### config.mk
export PLATFORM = sky130hd
export DESIGN_NAME = id_stg
export DESIGN_NICKNAME = d
export VERILOG_FILES = /design/src/rtl/id_stg.sv
export SDC_FILE = /design/constraint.sdc
export NUM_CORES = 1
export LEC_CHECK = 0
export CORE_ASPECT_RATIO = 1.1
export CORE_MARGIN = 1
export CORE_UTILIZATION = 59
export DETAILED_ROUTE_END_ITERATION = 12
export GPL_TIMING_DRIVEN = 0
export PLACE_DENSITY = 0.86
export RECOVER_POWER = 25
export SYNTH_ARGS = -nofsm -noshare
export SYNTH_HDL_FRONTEND = slang
export SYNTH_SLANG_ARGS = --single-unit
export TNS_END_PERCENT = 50
### constraint.sdc
create_clock -name clk -period 2.8 [get_ports clk]
set_input_delay 0.56 -clock clk [delete_from_list [all_inputs] [get_ports clk]]
set_output_delay 0.56 -clock clk [all_outputs]
set_load 0.05 [all_outputs]
### src/rtl/id_stg.sv
// id_stg: instruction-decode stage of the 8-bit RISC pipeline.
// Accepts one 24-bit instruction per cycle from fetch (valid/ready), decodes it,
// reads operands from an 8x8 register file (r0 = 0, same-cycle writeback bypass),
// inserts a bubble on load-use hazards, honours ex_stall/flush, and drives the
// registered ID/EX pipeline register. A HALT parks the stage until a flush.
// Ports:
//   clk, rst_n                  clock, async active-low reset
//   fe_instr/fe_valid/fe_ready  instruction stream from fetch
//   ex_stall, flush             downstream back-pressure and squash
//   wb_en/wb_addr/wb_data       register-file writeback
//   ex_*                        registered ID/EX payload
//   ex_illegal                  sticky illegal-opcode flag
//   halted                      stage is parked after HALT
module id_stg #(
    parameter int unsigned NREG = 8
) (
    input  logic        clk,
    input  logic        rst_n,
    input  logic [23:0] fe_instr,
    input  logic        fe_valid,
    output logic        fe_ready,
    input  logic        ex_stall,
    input  logic        flush,
    input  logic        wb_en,
    input  logic [2:0]  wb_addr,
    input  logic [7:0]  wb_data,
    output logic        ex_valid,
    output logic [3:0]  ex_op,
    output logic [2:0]  ex_rd,
    output logic [7:0]  ex_a,
    output logic [7:0]  ex_b,
    output logic [7:0]  ex_imm,
    output logic        ex_use_imm,
    output logic        ex_we,
    output logic        ex_mem_rd,
    output logic        ex_mem_wr,
    output logic        ex_branch,
    output logic        ex_jump,
    output logic        ex_illegal,
    output logic        halted
);
    localparam int unsigned XLEN = 8;
    localparam int unsigned AW   = 3;
    localparam int unsigned OPW  = 4;

    localparam logic [OPW-1:0] OP_ADD  = 4'h1;
    localparam logic [OPW-1:0] OP_SUB  = 4'h2;
    localparam logic [OPW-1:0] OP_AND  = 4'h3;
    localparam logic [OPW-1:0] OP_OR   = 4'h4;
    localparam logic [OPW-1:0] OP_XOR  = 4'h5;
    localparam logic [OPW-1:0] OP_ADDI = 4'h6;
    localparam logic [OPW-1:0] OP_LD   = 4'h7;
    localparam logic [OPW-1:0] OP_ST   = 4'h8;
    localparam logic [OPW-1:0] OP_BEQ  = 4'h9;
    localparam logic [OPW-1:0] OP_JMP  = 4'hA;
    localparam logic [OPW-1:0] OP_HALT = 4'hB;

    typedef enum logic {S_RUN = 1'b0, S_HALTED = 1'b1} state_t;

    typedef struct packed {
        logic            valid;
        logic [OPW-1:0]  op;
        logic [AW-1:0]   rd;
        logic [XLEN-1:0] a;
        logic [XLEN-1:0] b;
        logic [XLEN-1:0] imm;
        logic            use_imm;
        logic            we;
        logic            mem_rd;
        logic            mem_wr;
        logic            branch;
        logic            jump;
    } idex_t;

    state_t          r_state;
    idex_t           r_ex;
    logic            r_illegal;
    logic [XLEN-1:0] r_rf [NREG];

    logic [OPW-1:0]  w_op;
    logic [AW-1:0]   w_rd;
    logic [AW-1:0]   w_rs1;
    logic [AW-1:0]   w_rs2;
    logic            w_use_rs1;
    logic            w_use_rs2;
    logic [XLEN-1:0] w_rs1_data;
    logic [XLEN-1:0] w_rs2_data;
    logic            w_hz;
    logic            w_ready;
    logic            w_xfer;
    logic            w_is_illegal;
    idex_t           w_dec;
    logic            w_unused_rsvd;

    // Instruction field split; bits [10:8] are reserved and ignored.
    assign w_op          = fe_instr[23:20];
    assign w_rd          = fe_instr[19:17];
    assign w_rs1         = fe_instr[16:14];
    assign w_rs2         = fe_instr[13:11];
    assign w_unused_rsvd = ^fe_instr[10:8];
    assign w_is_illegal  = (w_op >= 4'hC);

    // Which source registers the offered instruction actually reads.
    always_comb begin
        w_use_rs1 = 1'b0;
        w_use_rs2 = 1'b0;
        case (w_op)
            OP_ADD, OP_SUB, OP_AND, OP_OR, OP_XOR, OP_ST, OP_BEQ: begin
                w_use_rs1 = 1'b1;
                w_use_rs2 = 1'b1;
            end
            OP_ADDI, OP_LD: w_use_rs1 = 1'b1;
            default: ;
        endcase
    end

    // Register-file read with r0 forced to zero and writeback bypass.
    always_comb begin
        w_rs1_data = '0;
        w_rs2_data = '0;
        if (w_rs1 != '0)
            w_rs1_data = (wb_en && (wb_addr == w_rs1)) ? wb_data : r_rf[w_rs1];
        if (w_rs2 != '0)
            w_rs2_data = (wb_en && (wb_addr == w_rs2)) ? wb_data : r_rf[w_rs2];
    end

    // Decoded ID/EX payload; NOP, HALT and illegal opcodes carry valid=0.
    always_comb begin
        w_dec         = '0;
        w_dec.valid   = (w_op >= OP_ADD) && (w_op <= OP_JMP);
        w_dec.op      = w_op;
        w_dec.rd      = w_rd;
        w_dec.a       = w_rs1_data;
        w_dec.b       = w_rs2_data;
        w_dec.imm     = fe_instr[7:0];
        w_dec.use_imm = (w_op == OP_ADDI) || (w_op == OP_LD) || (w_op == OP_ST);
        w_dec.we      = (w_op >= OP_ADD) && (w_op <= OP_LD) && (w_rd != '0);
        w_dec.mem_rd  = (w_op == OP_LD);
        w_dec.mem_wr  = (w_op == OP_ST);
        w_dec.branch  = (w_op == OP_BEQ);
        w_dec.jump    = (w_op == OP_JMP);
    end

    // Load-use hazard against the load currently sitting in ID/EX.
    assign w_hz = fe_valid && r_ex.valid && r_ex.mem_rd && (r_ex.rd != '0) &&
                  ((w_use_rs1 && (w_rs1 == r_ex.rd)) || (w_use_rs2 && (w_rs2 == r_ex.rd)));

    assign w_ready  = rst_n && (r_state == S_RUN) && !ex_stall && !w_hz && !flush;
    assign w_xfer   = fe_valid && w_ready;
    assign fe_ready = w_ready;

    // Register file; r0 is never written.
    always_ff @(posedge clk or negedge rst_n) begin
        if (!rst_n) begin
            for (int i = 0; i < int'(NREG); i++) r_rf[i] <= '0;
        end else if (wb_en && (wb_addr != '0)) begin
            r_rf[wb_addr] <= wb_data;
        end
    end

    // FSM, sticky illegal flag and ID/EX register.
    always_ff @(posedge clk or negedge rst_n) begin
        if (!rst_n) begin
            r_state   <= S_RUN;
            r_illegal <= 1'b0;
            r_ex      <= '0;
        end else begin
            case (r_state)
                S_RUN:    if (w_xfer && (w_op == OP_HALT)) r_state <= S_HALTED;
                S_HALTED: if (flush) r_state <= S_RUN;
                default:  r_state <= S_RUN;
            endcase

            if (w_xfer && w_is_illegal) r_illegal <= 1'b1;

            // Flush beats stall; hazard, HALTED and idle all fall to a bubble.
            // Bubbles drop the control flags so a stale load cannot re-trigger a hazard.
            if (flush || (!ex_stall && !w_xfer)) begin
                r_ex.valid   <= 1'b0;
                r_ex.use_imm <= 1'b0;
                r_ex.we      <= 1'b0;
                r_ex.mem_rd  <= 1'b0;
                r_ex.mem_wr  <= 1'b0;
                r_ex.branch  <= 1'b0;
                r_ex.jump    <= 1'b0;
            end else if (!ex_stall) begin
                r_ex <= w_dec;
            end
        end
    end

    assign ex_valid   = r_ex.valid;
    assign ex_op      = r_ex.op;
    assign ex_rd      = r_ex.rd;
    assign ex_a       = r_ex.a;
    assign ex_b       = r_ex.b;
    assign ex_imm     = r_ex.imm;
    assign ex_use_imm = r_ex.use_imm;
    assign ex_we      = r_ex.we;
    assign ex_mem_rd  = r_ex.mem_rd;
    assign ex_mem_wr  = r_ex.mem_wr;
    assign ex_branch  = r_ex.branch;
    assign ex_jump    = r_ex.jump;
    assign ex_illegal = r_illegal;
    assign halted     = (r_state == S_HALTED);

endmodule

### After elaboration in Yosys (flattened, before gate mapping)

Cells that the tools add are included.

| cells by class | value |
|---|---|
| bitwise operators | 6 |
| $lt $le $gt $ge | 8 |
| eq/ne operators | 16 |
| muxes and demuxes | 21 |
| reduce and logical (&&, ||, !) cells | 37 |

Operators with widths:

| kind | count |
|---|---|
| $mux 8 | 9 |
| $bwmux 64 | 1 |
| $bmux 8 s3 | 2 |
| $mux 38 | 1 |
| $demux 8 s3 | 1 |
| $logic_and 1x1->1 | 21 |
| $eq 4x3->1 const B | 4 |
| $eq 4x4->1 const B | 4 |
| $ge 4x4->1 const B | 4 |
| $reduce_bool 3->1 | 5 |
| $eq 3x3->1 | 4 |
| $not 3->4 | 3 |
| $reduce_or 9->1 | 1 |
| $eq 4x2->1 const B | 2 |
| $reduce_or 7->1 | 1 |
| $mux 6 | 1 |
| $mux 1 | 5 |
| $eq 4x1->1 const B | 1 |
| $ge 4x1->1 const B | 1 |
| $le 4x3->1 const B | 1 |
| $le 4x4->1 const B | 1 |
| $logic_not 1->1 | 4 |
| $logic_or 1x1->1 | 4 |
| $lt 4x1->1 const B | 1 |
| 4 further kinds | 6 |

| word-level totals | value |
|---|---|
| bits in registers | 104 |
| input bits | 41 |

### Depth between registers and ports, before layout

| logic depth | value |
|---|---|
| depth in word-level cells | 15 |
| depth in mapped cells | 8 |
| depth with buffers taken out | 5 |

### Least setup slack after synthesis

No wires, ideal clock.

| path | value |
|---|---|
| path type | input to output |
| start | input port fe_instr[22] |
| end | output port fe_ready |
| cell stages on the path | 5 |
| data arrival time | 1651 ps |
| path buffers | 1 |
| setup slack | 589 ps |
| data required time | 2240 ps |
| cell sequence | buf_2 -> nor3_1 -> nand2b_1 -> o211ai_2 -> and2_1 |

| between the ends | value |
|---|---|
| word-level cells in the longest chain between the ends | 9 |

Ends and longest elaborated chain:

| what | RTL line | RTL |
|---|---|---|
| from (decl) | 19 | `input logic [23:0] fe_instr,` |
| $eq 4x4->1 (tied with other cells) | 107 | `case (w_op)` |
| $reduce_or 9->1 (no source line) / $reduce_or 7->1 (equally long branches) | -- |  |
| $mux 1 | 107 |  |
| $logic_and 1x1->1 | 146 | `((w_use_rs1 && (w_rs1 == r_ex.rd)) \|\| (w_use_rs2 && (w_rs2 == r_ex.rd)));` |
| $logic_or 1x1->1 * | 146 |  |
| $logic_and 1x1->1 * | 145 | `assign w_hz = fe_valid && r_ex.valid && r_ex.mem_rd && (r_ex.rd != '0) &&` |
| $logic_not 1->1 * | 148 | `assign w_ready = rst_n && (r_state == S_RUN) && !ex_stall && !w_hz && !flush;` |
| $logic_and 1x1->1 * (2 in a row) | 148 |  |
| to (decl) | 21 | `output logic fe_ready,` |

Every way passes the cells marked *; elsewhere a longest branch is shown, timed or not.

### Worst setup path after layout

| path | value |
|---|---|
| start | input port fe_instr[20] |
| end | output port fe_ready |

Same word-level chain as after synthesis.

==> results.txt <==
----------------------------------------------------
[Timing]
  Worst slew margin relative to its limit ... 34.65%
  Final Slew Violations ... 0
  Post-layout minimum cycle time ... 2.737 ns
  Clock Skew ... 0.008661 ns
  Max Clk Rate ... 365.3 MHz
  Final Hold Slack ... 0.1521 ns
  Worst-margin pin slew ... 0.9675 ns
  Setup repair after global routing missed its margin ... no
  Period utilisation layout ... 97.76%
  Final setup vio count ... 0
  Hold Vio Cnt, Final ... 0

[Logic synthesis]
  Synth area leader ... dfrtp_1
  Commonest register cell after synthesis ... dfrtp_1
  Area share of the largest cell type after synthesis ... 47.78%
  Yosys warning count ... 0
  Gate count of the mapped netlist ... 412
  Synth async-reset ratio ... 100.0%
  Per-instance average area after synthesis ... 13.22 sq um
  Seq/Total Area, Yosys ... 47.78%
  Most used standard cells in the synthesized netlist ... dfrtp_1 (104), mux2_2 (70), mux2_4 (24)
  Post-synth net total ... 453
  Post-synth EDFFs ... 0
  Unique masters post-synth ... 49
  Most common cell in the netlist ... dfrtp_1
  Netlist area before placement ... 0.005446 sq mm
  Top area cells in the synthesized netlist ... dfrtp_1 (48%), mux2_2 (14%), mux2_4 (6.6%)
  Number of storage elements in the synthesis netlist ... 104

[GRT]
  Number of antenna violations at the first check in global routing ... 0
  Remaining global-route overflow ... 0
  Maximum number of pins on one net before global-route repair ... 63
  Wire length of the first global-routing pass ... 21.44 mm
  Number of global-route vias before repair ... 3,931
  Total routing usage reported by global routing ... 30.39%

[Layout]
  Share of post-route cells with drive strength above 1 ... 30.04%
  Area overhead of the layout relative to synthesis ... 18.93%
  Diodes inserted ... 0
  Filler-free cell count of the finished design ... 610
  Final layout net count ... 532

[Worst setup path]
  Number of cells on the worst reg-to-reg path ... 6
  Slack of the worst reg-to-reg path ... 0.79 ns
  Startpoint-to-endpoint class of the critical path ... input port to primary output
  Required @ worst endpoint ... 2.24 ns
  Launching element of the worst setup path ... fe_instr[20]
  Maximum fanout encountered on the critical timing path ... 5
  Kind of start point of the critical path ... input port
  Launch instance of the worst register-to-register path ... ex_rd[2]
  Endpoint of the worst setup timing path ... fe_ready
  Nature of the critical path endpoint ... primary output
  Arrival time of data at the critical path endpoint ... 2.18 ns
  Critical R2R Capture ... ex_a[0]

[Clock network]
  Clock tree root buffer cell ... clkbuf_8
  Clock Sinks ... 104
  Number of buffers created by CTS ... 9
  Clock latency at the later pin of the worst-skew pair ... 0.38 ns
  CTS HTree Levels ... 3
  # hold bufs at CTS ... 0
  CTS tree ... built
  Clock slew at the register clock pins of the worst setup and hold paths ... 0.10 ns
  Buffer depth of the longest clock path ... 2

[Job]
  Max capacitance violation total ... 0

[Drt]
  Detailed-route wire length per cell ... 22.84 um
  DRT iter0 DRCs ... 410
  DRC ... 0
  Drt first pass iters ... 6
  Count of vias placed by the detailed router ... 3,931
  Total Wirelength ... 13.93 mm
  Final antenna-violating net count ... 0
  Via density ... 6.444

[Floorplan]
  # rows ... 36
  CORE AREA ... 0.008919 sq mm
  X dimension of the die ... 93.61 um
  Vertical die dimension ... 102.8 um
  Boundary Pins ... 82
  Die area ... 0.009620 sq mm
  Initial Utilization ... 61.07%

[Placed design]
  RePlAce Congestion ... 0.9052
  Placed cell count ... 594
  Total half-perimeter wirelength after legalization and detailed placement ... 9.417 mm
  Port Buffers ... 67

[Power]
  Max IR drop VDD ... 0.0003779 V
  Pwr/cell area ... 700.7 mW/mm^2
  Static power due to leakage ... 2.769 nW

[Hold path]
  Class of the most critical hold timing path ... input port to async pin

[Outcome]
  Outcome ... finished, final reports clean

----------------------------------------------------
layer usage:
metal  track usage [%]  share of wire [%]  vias to the layer above
met4             10.30                2.8                        0
met5                 0                  0                        -
met1             41.00                 41                     1971
met2             49.77                 48                      229
met3             6.195                8.2                       41
li1                  -                  -                     1690
how the worst min path moves through the flow:
| stage | start | end | slack, ns | depth (start not counted) |
|---|---|---|---|---|
| 2_1_floorplan | rst_n | ex_a[0] | 0.26 | 0 |
| 3_3_place_gp | r_rf[62] | r_rf[62] | 0.45 | 1 |
| 3_5_place_dp | ex_illegal | ex_illegal | 0.46 | 1 |
| 4_1_cts | rst_n | ex_b[5] | 0.29 | 1 |
| 5_1_grt | rst_n | ex_imm[6] | 0.20 | 1 |
| 6_report | rst_n | ex_b[5] | 0.15 | 1 |
final cells by class:
| cell class | count | area, sq um |
|---|---|---|
| multi-input combinational | 260 | 2605 |
| sequential | 104 | 2603 |
| fill | 606 | 2441 |
| clock buffer | 10 | 137.6 |
| tap | 114 | 142.6 |
| inverter | 10 | 37.54 |
| timing repair buffer | 68 | 695.7 |
| clock inverter | 6 | 43.79 |
| buffer | 38 | 212.7 |
kinds of logic (layout without fill, tap and decap cells):
group	Yosys count	in the layout	share of synthesized area, %
buffers and inverters	48	132	4.594
XOR/XNOR	12	12	1.930
AND/OR/NAND/NOR	56	56	6.019
AO/OA/AOI/OAI	66	66	9.120
multiplexers	126	126	30.55
flip-flops	104	104	47.78
state kept, by name, summed over array words and instances (netlist names), 3 cells and up:
signal and count:
r_rf 64, ex_rd 3, ex_op 4, ex_a 8, ex_imm 8, ex_b 8
metrics by stage:
stage / power, W / setup WS [ns] / area, sq um / utilization, % / setup TNS, ns
finish: 0.004539 / 0.06273 / 6477 / 72.63 / 0
CTS: 0.004533 / 0.001279 / 6471 / 72.56 / 0
floorplan: 0.003123 / 0.5892 / 5446 / - / 0
global route: 0.004716 / 0.006005 / 6477 / 72.63 / 0
detailed placement: 0.003660 / -0.6484 / 6277 / 70.38 / -1.258
global placement: 0.003599 / -3.690 / 6260 / 70.19 / -403.44
repair_timing:
action / 4_1_cts / 5_1_grt
hold endpoints to repair: 0 / 0
setup buffers: 0 / 0
gates resized for setup: 5 / 2
endpoints found under the setup margin: 1 / 1
where the power goes:
part / switching [W] / leakage (nW) / internal, W
sequential: 0.000225 / 1.28 / 0.00180
clock: 0.000541 / 0.0809 / 0.000349
combinational: 0.000869 / 1.40 / 0.000751
cells in the final DEF, fill, tap and decap left out, types with 2 or more instances in the layout:
| cell | instances |
|---|---|
| clkinvlp_4 | 4 |
| nor4bb_1 | 2 |
| nand2b_1 | 3 |
| buf_2 | 7 |
| nor2_1 | 14 |
| nor3_1 | 5 |
| and2_1 | 3 |
| mux2_4 | 24 |
| buf_6 | 6 |
| inv_1 | 10 |
| nand4b_1 | 3 |
| nand4_1 | 3 |
| clkdlybuf4s50_1 | 64 |
| mux2i_1 | 17 |
| a211oi_1 | 2 |
| a41o_1 | 2 |
| xnor2_1 | 6 |
| dfrtp_1 | 104 |
| a32o_1 | 4 |
| mux2_2 | 70 |
| nand2_1 | 5 |
| clkbuf_8 | 10 |
| clkbuf_1 | 21 |
| xor2_1 | 6 |
| mux4_1 | 2 |
| buf_4 | 3 |
| o21ai_0 | 16 |
| mux4_2 | 13 |
| a22o_1 | 10 |
| o22ai_1 | 13 |
| a221oi_1 | 7 |
| nor2b_1 | 11 |
critical path, stage by stage:
cell             delay [ns]
clkdlybuf4s50_1        0.53
nor3_4                 0.31
nand2b_1               0.14
o211ai_2               0.12
and2_1                 0.15
clkdlybuf4s15_2        0.36
Power figures use the tool's default switching activity.
